===== config.mk =====
export PLATFORM = sky130hd
export DESIGN_NAME = core_run_ctrl
export DESIGN_NICKNAME = d
export VERILOG_FILES = /design/src/rtl/core_run_ctrl_pkg.sv /design/src/rtl/core_run_ctrl_cycle_counter.sv /design/src/rtl/core_run_ctrl.sv
export SDC_FILE = /design/constraint.sdc
export NUM_CORES = 1
export LEC_CHECK = 0
export ABC_AREA = 1
export BUFFER_PORTS_ARGS = -buffer_cell sky130_fd_sc_hd__buf_2
export CORE_MARGIN = 8
export CORE_UTILIZATION = 45
export CTS_BUF_LIST = sky130_fd_sc_hd__clkbuf_16
export DETAILED_ROUTE_END_ITERATION = 8
export GPL_TIMING_DRIVEN = 0
export PLACE_DENSITY = 0.73
export SLEW_MARGIN = 30
export SYNTH_ARGS = -nofsm -noshare
export SYNTH_HDL_FRONTEND = slang
export SYNTH_SLANG_ARGS = --single-unit

===== constraint.sdc =====
create_clock -name clk_i -period 4.5 [get_ports clk_i]
set_input_delay 0.675 -clock clk_i [delete_from_list [all_inputs] [get_ports clk_i]]
set_output_delay 0.675 -clock clk_i [all_outputs]
set_load 0.02 [all_outputs]

===== src/rtl/core_run_ctrl_pkg.sv =====
// Shared encodings for the core run sequencer: FSM states and the layout
// of the run-status bits as packed into the host status register.
package core_run_ctrl_pkg;

   typedef enum logic [1:0] {
      ST_IDLE = 2'd0,
      ST_RUN  = 2'd1,
      ST_DONE = 2'd2
   } run_state_t;

   localparam int STAT_IDLE_BIT         = 0;
   localparam int STAT_RUNNING_BIT      = 1;
   localparam int STAT_DONE_BIT         = 2;
   localparam int STAT_TIMEOUT_BIT      = 3;
   localparam int STAT_ABORTED_BIT      = 4;
   localparam int STAT_HOST_BLOCKED_BIT = 5;
   localparam int STAT_W                = 6;

   function automatic logic [STAT_W-1:0] pack_status(
      input logic idle,
      input logic running,
      input logic done,
      input logic timeout,
      input logic aborted,
      input logic host_blocked
   );
      logic [STAT_W-1:0] s;
      s                        = '0;
      s[STAT_IDLE_BIT]         = idle;
      s[STAT_RUNNING_BIT]      = running;
      s[STAT_DONE_BIT]         = done;
      s[STAT_TIMEOUT_BIT]      = timeout;
      s[STAT_ABORTED_BIT]      = aborted;
      s[STAT_HOST_BLOCKED_BIT] = host_blocked;
      return s;
   endfunction

endpackage


===== src/rtl/core_run_ctrl_cycle_counter.sv =====
// Saturating run-cycle counter; clr also latches the budget so it cannot
// change mid-run. budget_hit flags the last cycle allowed by a nonzero budget.
module run_cycle_counter #(
   parameter int CNT_BIT = 31
) (
   input  logic               clk_i,
   input  logic               resetn_i,
   input  logic               clr,
   input  logic               en,
   input  logic [CNT_BIT-1:0] budget_in,
   output logic [CNT_BIT-1:0] cnt,
   output logic               budget_hit
);

   localparam logic [CNT_BIT-1:0] ONE = {{(CNT_BIT-1){1'b0}}, 1'b1};

   logic [CNT_BIT-1:0] budget;

   always_ff @(posedge clk_i) begin
      if (!resetn_i) begin
         cnt    <= '0;
         budget <= '0;
      end else if (clr) begin
         cnt    <= '0;
         budget <= budget_in;
      end else if (en && (cnt != '1)) begin
         cnt <= cnt + ONE;
      end
   end

   // cnt still holds the pre-increment value, so budget-1 marks the B-th cycle
   assign budget_hit = (budget != '0) && (cnt == (budget - ONE));

endmodule


===== src/rtl/core_run_ctrl.sv =====
// Run sequencer between host control registers and the core: start/abort/
// budget handling, run status, and host memory-strobe gating while running.
//
//   state   | meaning
//   --------+--------------------------------------------------------------
//   ST_IDLE | waiting for a rising edge on i_run
//   ST_RUN  | core enabled, counting cycles, watching done/abort/budget
//   ST_DONE | run finished; held until i_run is released
module core_run_ctrl
   import core_run_ctrl_pkg::*;
#(
   parameter int CNT_BIT = 31
) (
   input  logic               clk_i,
   input  logic               resetn_i,
   input  logic               i_run,
   input  logic [CNT_BIT-1:0] i_num_cnt,
   input  logic               i_abort,
   input  logic               i_core_done,
   output logic               o_enable,
   output logic               o_idle,
   output logic               o_running,
   output logic               o_done,
   output logic               o_timeout,
   output logic               o_aborted,
   output logic [CNT_BIT-1:0] o_cycle_cnt,
   input  logic               i_host_ce,
   input  logic               i_host_we,
   output logic               o_host_ce,
   output logic               o_host_we,
   output logic               o_host_blocked
);

   run_state_t state;
   run_state_t state_nxt;
   logic       r_run_d;
   logic       start;
   logic       in_run;
   logic       budget_hit;
   logic       exit_done;
   logic       exit_abort;
   logic       exit_budget;

   assign in_run      = (state == ST_RUN);
   assign start       = (state == ST_IDLE) && i_run && !r_run_d;
   // Exit priority: core completion, then abort, then budget expiry
   assign exit_done   = in_run && i_core_done;
   assign exit_abort  = in_run && !i_core_done && i_abort;
   assign exit_budget = in_run && !i_core_done && !i_abort && budget_hit;

   always_ff @(posedge clk_i) begin
      if (!resetn_i) begin
         state   <= ST_IDLE;
         r_run_d <= 1'b0;
      end else begin
         state   <= state_nxt;
         r_run_d <= i_run;
      end
   end

   always_comb begin
      state_nxt = state;
      case (state)
         ST_IDLE: if (start) state_nxt = ST_RUN;
         ST_RUN:  if (exit_done || exit_abort || exit_budget) state_nxt = ST_DONE;
         ST_DONE: if (!i_run) state_nxt = ST_IDLE;
         default: state_nxt = ST_IDLE;
      endcase
   end

   always_comb begin
      o_idle    = 1'b0;
      o_running = 1'b0;
      o_done    = 1'b0;
      o_enable  = 1'b0;
      case (state)
         ST_IDLE: o_idle = 1'b1;
         ST_RUN: begin
            o_running = 1'b1;
            o_enable  = 1'b1;
         end
         ST_DONE: o_done = 1'b1;
         default: o_idle = 1'b1;
      endcase
   end

   always_ff @(posedge clk_i) begin
      if (!resetn_i) begin
         o_timeout      <= 1'b0;
         o_aborted      <= 1'b0;
         o_host_blocked <= 1'b0;
      end else if (start) begin
         o_timeout      <= 1'b0;
         o_aborted      <= 1'b0;
         o_host_blocked <= 1'b0;
      end else if (in_run) begin
         if (exit_abort)             o_aborted      <= 1'b1;
         if (exit_budget)            o_timeout      <= 1'b1;
         if (i_host_ce || i_host_we) o_host_blocked <= 1'b1;
      end
   end

   run_cycle_counter #(
      .CNT_BIT(CNT_BIT)
   ) u_cnt (
      .clk_i     (clk_i),
      .resetn_i  (resetn_i),
      .clr       (start),
      .en        (in_run),
      .budget_in (i_num_cnt),
      .cnt       (o_cycle_cnt),
      .budget_hit(budget_hit)
   );

   assign o_host_ce = i_host_ce & ~o_running;
   assign o_host_we = i_host_we & ~o_running;

endmodule


==> summary.md <==
| Metric | Value |
|---|---|
| Post-route cell area | 5339 um^2 |
| Reg2Reg Depth | 9 |
| WL/cell | 15.13 um |
| Post-Synth XOR/XNOR Area | 0.06465 |
| Worst setup EP type | flip-flop |
| Final period utilization | 0.6176 |
| Required time worst endpoint | 4.77 ns |
| Non-Filler Instances | 943 |
| Initial antenna violation count | 0 |
| Maximum fanout along the worst path | 10 |
| Synth warnings | 0 |
| Synthesized area | 4471 um^2 |
| Ys flop type | dfxtp_1 |
| Ports | 78 |
| Nature of the critical path startpoint | flip-flop |
| # fillers | 1,027 |
| Mux contribution to synthesized area | 0 |
| Outcome | finished clean |
| Via density | 5.108 |
| Sequential area share after synthesis | 0.3045 |
| Largest net degree at the start of global routing | 13 |
| Post-Synth Simple-Gate Area | 0.4218 |
| VDD IR max | 543.7 uV |
| Core area | 9729 um^2 |
| Rel. slew slack | 0.4560 |
| Met3 routed WL | 893 um |
| Vias | 4,817 |
| Async SR Flop Fraction | 0 |
| Initial DRC Count | 334 |
| Sw Share | 0.4239 |
| Commonest non-fill, non-tap cells in the layout | nand2_1 (181), nor2_1 (141), buf_2 (77), inv_1 (72), dfxtp_1 (68) |
| Crit path max-delay family | buffers and inverters |
| Pre-CTS setup slack | 1.577 ns |
| NetSw | 1.124 mW |
| CTS clk-pin slew, worst paths | 0.06 ns |
| Final min period | 2.779 ns |
| Clock Latency Late Sink | 0.35 ns |
| RR Startpoint | state[0] |
| Post-CTS Resized | 0 |
| First-pass GRT wire length | 23,340 um |
| RR Endpoint | u_cnt.cnt[5] |
| Met2 wire len | 6574 um |
| CP startpoint | state[0] |
| Clock power share | 0.284 |
| Clock Skew | 0.009541 ns |
| Adder-cell share of the synthesized area | 0.01679 |
| Fin nets | 849 |
| Logic gate share of total power | 0.419 |
| H-Tree Depth | 3 |
| Total negative slack | 0 ns |
| Commonest non-fill, non-tap cell in the layout | nand2_1 |
| Post-Synthesis Net Count | 761 |
| Area after DPL | 5022 um^2 |
| Die Y | 115.7 um |
| Postcts setup bufs | 0 |
| Share of power burned in registers | 0.298 |
| Internal power | 1.527 mW |
| Syn Area/Cell | 6.235 um^2 |
| Worst Hold Class | reg -> reg |
| FF-to-FF setup slack | 1.72 ns |
| Share of cells above drive strength 1 | 0.1531 |
| CP Cell Sequence | inv_1 -> ha_1 -> nand2_1 -> nor2_1 -> clkbuf_1 -> nor2_1 -> clkinv_1 -> clkbuf_1 -> a21oi_1 |
| Total routed wirelength | 14,270 um |
| RSZ-0062 raised after global routing | no |
| CTS root buf | clkbuf_16 |
| Detail Route Antenna Nets | 0 |
| Wire length on met1 | 6110 um |
| Full die area | 13,380 um^2 |
| Count of final setup violators | 0 |
| Final Hold Fails | 0 |
| Post-layout util | 0.5487 |
| Number of synthesized register bits | 68 |
| Compound-Gate Fraction of Synth Area | 0.1131 |
| Clock buffer depth | 2 |
| Sink Count | 68 |
| Pre-Repair DR Iteration Count | 5 |
| Crit path kind | reg -> reg |
| GRT Util Overall | 0.2268 |
| Maximum capacitance violations | 0 |
| Synth-to-Final Area Change | 19.42% |
| Slew at the pin closest to its max-slew limit | 0.8130 ns |
| Power per cell area | 496.6 nW/um^2 |
| Vias in the first global route | 4,727 |
| Setup ws final | 1.721 ns |
| Largest family of logic cells by synthesized area | simple AND/OR/NAND/NOR gates |
| Max incr delay on CP | 0.69 ns |
| Inst Count DP | 927 |
| Distinct cells, synth | 41 |
| Overflow after GRT | 0 |
| Post-CTS Hold Fix Bufs | 0 |
| Mapped Cells | 717 |
| Slew Limit Fails | 0 |
| RePlAce Congestion | 0.9159 |
| Cell leakage power | 2.475 nW |
| Die W | 115.7 um |
| Antenna cell count | 0 |
| Levels on crit path | 9 |
| Max Freq | 0.3598 GHz |
| Top sig layer | met4 |
| DRC Markers | 0 |
| Floorplan row count | 36 |
| TritonCTS clock tree | yes |
| CP Buf/Inv Count | 4 |
| Arrival @ worst endpoint | 3.05 ns |
| CTS buffer count | 9 |
| Power Total | 2.651 mW |
| DP HPWL | 11,620 um |
| Critical Path Sink | u_cnt.cnt[5] |
| PortBufs | 77 |
| Slowest-stage cell, CP | nor2_1 |
| Worst hold margin | 0.4648 ns |
| Post-synth EDFFs | 0 |
| Starting density of the core | 0.4595 |
-- sequential cells by signal, indices dropped and copies added, names as in the netlist --
name and flops:
o_host_blocked 1, o_aborted 1, r_run_d 1, u_cnt.cnt 31, u_cnt.budget 31, state 2, o_timeout 1
-- layer usage --
layer / GRT usage / vias up
li1: - / 2478
met1: 0.2726 / 2151
met2: 0.3678 / 151
met3: 0.03856 / 37
met4: 0.1469 / 0
met5: 0 / -
-- power groups by stage --
stage	Combinational (mW)	Clock (mW)	Sequential [mW]
2_1_floorplan	0.835	0	0.774
3_3_place_gp	1.09	0	0.797
6_report	1.11	0.753	0.789
4_1_cts	1.11	0.770	0.787
5_1_grt	1.27	0.794	0.803
3_5_place_dp	1.11	0	0.798
-- worst min-delay path, stage by stage, from the launching register on --
cell and delay [ns]:
dfxtp_1 0.32, inv_1 0.05, a21oi_1 0.05
-- worst min path at each step --
stage	end	from	slack (ns)	cells after the start
floorplan	u_cnt.budget[6]	u_cnt.budget[6]	0.47	2
global placement	o_aborted	o_aborted	0.45	1
detailed placement	o_timeout	o_timeout	0.46	2
CTS	o_timeout	o_timeout	0.47	2
global route	o_timeout	o_timeout	0.50	2
finish	o_timeout	o_timeout	0.46	2
-- cells by family after synthesis --
group / Yosys count
simple gates: 422
compound gates: 96
buf+inv: 92
flops: 68
xor+xnor: 33
fa+ha+maj: 6
-- cells in the mapped netlist, drive strengths merged, types with 3 or more instances --
cell type / n / area share
nand2: 187 / 0.16
nor2: 154 / 0.14
inv: 73 / 0.061
dfxtp: 68 / 0.30
o21ai: 49 / 0.055
a21oi: 41 / 0.048
nand3: 32 / 0.038
xor2: 18 / 0.035
nand4: 16 / 0.026
clkbuf: 15 / 0.013
nor3: 15 / 0.020
xnor2: 15 / 0.029
nor4: 7 / 0.013
ha: 6 / 0.017
nand3b: 4 / 0.0067
nor3b: 3 / 0.0062
-- final cells by class --
type | count | area [um^2] | area share
timing repair buffer | 77 | 385.4 | 0.07218
multi-input combinational | 557 | 2755 | 0.5161
sequential | 68 | 1361 | 0.2550
inverter | 75 | 281.5 | 0.05273
tap | 133 | 166.4 | 0.03117
clock buffer | 9 | 225.2 | 0.04218
buffer | 17 | 72.57 | 0.01359
clock inverter | 7 | 91.34 | 0.01711
Note: power is estimated with default switching activity, not from simulation.
